## src/rtl/led_driver_pkg.sv

```systemverilog
// rtl/led_driver_pkg.sv - shared constants and PWM gate helper for led_driver
package led_driver_pkg;

   localparam int DEFAULT_LGHOLD = 22;
   localparam int PWM_W          = 8;
   localparam logic [PWM_W-1:0] FULL_BRIGHT = 8'hff;

   // Full brightness must be solid on, not 255/256, so it is special-cased.
   function automatic logic pwm_gate(input logic [PWM_W-1:0] ctr,
                                     input logic [PWM_W-1:0] bright);
      return (ctr < bright) || (bright == FULL_BRIGHT);
   endfunction

endpackage

```

## src/rtl/led_stretch.sv

```systemverilog
// rtl/led_stretch.sv - single-channel pulse stretcher; o_active stays high while the hold counter is nonzero
module led_stretch
   import led_driver_pkg::*;
#(
   parameter int LGHOLD = DEFAULT_LGHOLD
) (
   input  logic i_clk,
   input  logic i_reset,
   input  logic i_pulse,
   output logic o_active
);

   localparam logic [LGHOLD-1:0] HOLD_ONE = LGHOLD'(1);

   logic [LGHOLD-1:0] hold;

   // A pulse reloads from any value, so retriggers extend the on-time.
   always_ff @(posedge i_clk) begin
      if (i_reset)
         hold <= '0;
      else if (i_pulse)
         hold <= '1;
      else if (hold != '0)
         hold <= hold - HOLD_ONE;
   end

   assign o_active = (hold != '0);

endmodule

```

## src/rtl/led_driver.sv

```systemverilog
// rtl/led_driver.sv - LED drive from level requests and stretched event pulses
// Optional global PWM brightness gate compiled in with LED_DRIVER_PWM_EN.
module led_driver
   import led_driver_pkg::*;
#(
   parameter int NOUT   = 8,
   parameter int LGHOLD = DEFAULT_LGHOLD
) (
   input  logic              i_clk,
   input  logic              i_reset,
   input  logic [NOUT-1:0]   i_set,
   input  logic [NOUT-1:0]   i_pulse,
   input  logic [PWM_W-1:0]  i_brightness,
   output logic [NOUT-1:0]   o_led
);

   logic [NOUT-1:0] active;
   logic [NOUT-1:0] req;
   logic            pwm_on;

   for (genvar k = 0; k < NOUT; k++) begin : g_ch
      led_stretch #(
         .LGHOLD(LGHOLD)
      ) u_stretch (
         .i_clk    (i_clk),
         .i_reset  (i_reset),
         .i_pulse  (i_pulse[k]),
         .o_active (active[k])
      );
   end

   // The current pulse is ORed in directly so the LED lights with 1-cycle latency.
   assign req = i_set | i_pulse | active;

`ifdef LED_DRIVER_PWM_EN
   logic [PWM_W-1:0] pwm_ctr;

   always_ff @(posedge i_clk) begin
      if (i_reset)
         pwm_ctr <= '0;
      else
         pwm_ctr <= pwm_ctr + 8'd1;
   end

   assign pwm_on = pwm_gate(pwm_ctr, i_brightness);
`else
   logic unused_brightness;

   assign unused_brightness = &{1'b0, i_brightness};
   assign pwm_on            = 1'b1;
`endif

   always_ff @(posedge i_clk) begin
      if (i_reset)
         o_led <= '0;
      else
         o_led <= req & {NOUT{pwm_on}};
   end

endmodule

```

## config.mk

```make
export PLATFORM = sky130hd
export DESIGN_NAME = led_driver
export DESIGN_NICKNAME = d
export VERILOG_FILES = /design/src/rtl/led_driver_pkg.sv /design/src/rtl/led_stretch.sv /design/src/rtl/led_driver.sv
export SDC_FILE = /design/constraint.sdc
export NUM_CORES = 1
export LEC_CHECK = 0
export ABC_AREA = 1
export CAP_MARGIN = 30
export CORE_MARGIN = 2
export CORE_UTILIZATION = 67
export DETAILED_ROUTE_END_ITERATION = 16
export HOLD_SLACK_MARGIN = 0.02
export PLACE_DENSITY_LB_ADDON = 0.25
export RECOVER_POWER = 100
export SYNTH_ARGS = -nofsm -noshare
export SYNTH_HDL_FRONTEND = slang
export SYNTH_SLANG_ARGS = --single-unit
```

## constraint.sdc

```tcl
create_clock -name i_clk -period 2.94 [get_ports i_clk]
set_input_delay 0.294 -clock i_clk [delete_from_list [all_inputs] [get_ports i_clk]]
set_output_delay 0.294 -clock i_clk [all_outputs]
set_load 0.05 [all_outputs]
```

==> parameters.txt <==
Parameter                              Value

Global route
  Overflow left after global routing    0
  Wire length of the first global-routing pass    44.3 mm
  Pin count of the biggest net entering global routing    176
  Number of global-route vias before repair    10,400
  Global Route Usage Sum    29.5%
  Initial antenna violation count    0

Timing
  Total of endpoints with negative setup slack in the final report    0
  Achievable Freq    416 MHz
  Final hold violation count    0
  RSZ-0062 raised after global routing    no
  Worst Tran Pin Value    0.836 ns
  Ratio of final minimum period to clock period    81.7%
  Fin crit period    2.40 ns
  Post-route worst setup slack    0.538 ns
  Normalized max-slew margin    44.1%
  Setup tns final    0 ns
  Pins Over Slew Limit    0
  Maximum clock skew at final layout    0.00625 ns

Worst setup path
  Nature of the critical path endpoint    flop
  Worst-path cell with the longest stage delay    nand4_1
  Ordered cell list for the critical path    inv_1, ha_1, nand2_1, nor2_1, nand4_1, clkbuf_1, o21ai_0, a21oi_1
  Longest individual stage delay on the worst path    0.41 ns
  First element of the critical path    g_ch[5].u_stretch.hold[0]
  Kind of critical path    flop to flop
  Required @ worst endpoint    3.22 ns
  WP data arrival    2.69 ns
  Reg2Reg Setup Slack    0.54 ns
  Nature of the critical path startpoint    flop
  Critical path fanouts, max    11
  Source of the worst register-to-register timing path    g_ch[5].u_stretch.hold[0]

Floorplanning
  Boundary pin count    34
  Die width    132 um
  Placeable core region    16,000 um^2
  DIE HEIGHT    132 um
  Num rows    46
  Starting utilization of the core area    69.0%
  Area of the die    17,500 um^2

Yosys
  Net count after synthesis    1,813
  Synthesis Warnings    0
  Fraction of registers with async set/reset    0%
  Post-synthesis cell area    11,000 um^2
  Cells after synthesis    1,779
  Average cell area after synthesis    6.20 um^2
  Count of flip-flops with a built-in enable after synthesis    0
  Most used flip-flop cell after synthesis    dfxtp_1
  Sequential fraction of the synthesis area    33.4%
  Synth cell types    36
  Number of register bits inferred by synthesis    184

Cells and area
  Most common library cell in the layout ignoring fill and taps    nand2_1
  Total of fill cells in the finished design    1,394
  Layout area overhead    6.94%
  Most frequent cells in the layout    nand2_1, nor2_1, nand3_1
  Ratio of cells with drive above 1 in the final layout    6.00%
  Antenna diodes    0
  # nets final    1,820

Clock network
  Count of cells resized by post-cts repair    0
  H-tree level count    4
  Clock transition at the registers of the reported paths    0.07 ns
  Deepest clock path buffer count    2
  Total CTS buffers    17
  Number of buffers inserted by post-CTS setup repair    0
  Clock latency at the later pin of the worst-skew pair    0.43 ns
  Clk sinks    184
  TritonCTS clock tree    built
  Number of buffers added to fix hold violations after cts    0
  Clock root buffer    clkbuf_16

Detailed routing
  Number of remaining DRC errors    0
  Final wirelength    25.6 mm
  Count of nets left with antenna violations after detail routing    0
  Total via count in the routed design    11,200
  Routed length per placed instance    12.7 um
  Vias per cell    5.58
  Drt first pass iters    6
  Violation count after the first detailed-route iteration    922

Placed design
  DP HPWL    17.2 mm
  Number of buffers inserted by port buffering    25
  Weighted congestion at the end of routability-driven global placement    0.897
  Post-Place Worst Slack    0.752 ns

Power and ir drop
  Power density over the cells    534 nW/um^2
  Leakage component of the power    5.45 nW
  Largest voltage drop on the vdd net    482 uV

Hold path
  Type of the worst min-delay path    primary input to flop
  Startpoint of the lowest-slack hold path    i_set[2]

Flow run
  Max cap viols    0

Outcome
  Result of the run    complete, no violations
==> metal layers <==
metal,track usage [%],up-vias,routed length [um]
met2,52.0,339,12300
met1,35.6,5131,11400
met3,6.07,56,1360
met5,0,-,0
li1,-,5708,-
met4,10.7,0,527
==> Yosys cell counts, types with 2 or more instances <==
library cell	instances	share of area, %
inv_2	4	0.14
clkbuf_8	2	0.25
nor3_1	3	0.14
dfxtp_1	184	33
o21ai_1	3	0.14
a31oi_1	19	1.1
nand4_1	40	2.3
nand2_1	460	16
ha_1	8	0.91
nor2_4	15	1.5
a21oi_1	52	2.4
o31ai_1	5	0.34
or2_2	10	0.57
buf_6	7	0.71
buf_2	8	0.36
nand3_1	189	8.6
buf_1	2	0.068
o21ai_0	37	1.7
or2_0	7	0.40
nand4_4	4	0.77
nand3b_1	63	4.3
nor2_2	39	2.2
clkbuf_1	26	0.88
inv_1	160	5.4
nand2_2	15	0.85
nand3_4	3	0.48
nor2_1	403	14
nand3_2	3	0.27
==> state kept, by name, summed over array words and instances (netlist names) <==
register	flops
g_ch.u_stretch.hold	176
o_led	8
==> final timing paths <==
check                                   end  depth (start not counted)
setup / recovery  g_ch[5].u_stretch.hold[0]                          8
hold / removal                     o_led[2]                          3
setup reg to reg  g_ch[5].u_stretch.hold[0]                          8
hold reg to reg   g_ch[6].u_stretch.hold[0]                          2
==> stage by stage <==
step,hold WS (ns),cells,area (um^2),util [%],power [W]
after global routing,0.404,2015,11800,73.8,0.00663
after CTS,0.395,2015,12000,74.9,0.00634
after floorplan,0.428,1779,11000,-,0.00375
after detailed placement,0.461,1983,11400,71.1,0.00401
after global placement,0.450,1983,11400,71.1,0.00396
final,0.406,2015,11800,73.8,0.00631
==> kinds of logic (layout without fill, tap and decap cells) <==
group	count (synthesis)	after routing	share of synthesized area, %
AOI/OAI and AO/OA	118	118	5.76
xor gates and xnor gates	1	1	0.0794
adders and majority gates	8	8	0.907
buffers and inverters	212	232	8.03
DFF	184	184	33.4
and+or+nand+nor	1256	1256	51.9
==> area by class of cell <==
class | instances | area (um^2) | area share, %
Clock inverter | 15 | 175 | 1.48
Multi-Input combinational cell | 1383 | 6300 | 53.4
Timing Repair Buffer | 35 | 332 | 2.81
Sequential cell | 184 | 3680 | 31.2
Tap cell | 216 | 270 | 2.29
Clock buffer | 17 | 425 | 3.60
Inverter | 165 | 619 | 5.25
==> report_power, final <==
part	internal, W	leakage, nW	total, W	switching [W]
combinational	0.000376	3.62	0.00108	0.000705
sequential	0.00269	1.54	0.00288	0.000194
clock	0.00134	0.286	0.00234	0.00100
==> critical path, delay by kind of cell, from the launching register on <==
kind,cells,cell delay [ns]
AND/OR/NAND/NOR,3,0.84
buffers and inverters,2,0.52
flip-flops,1,0.32
AO/OA/AOI/OAI,2,0.29
adder cells (fa/ha/maj),1,0.28
(Power assumes the default switching activity.)
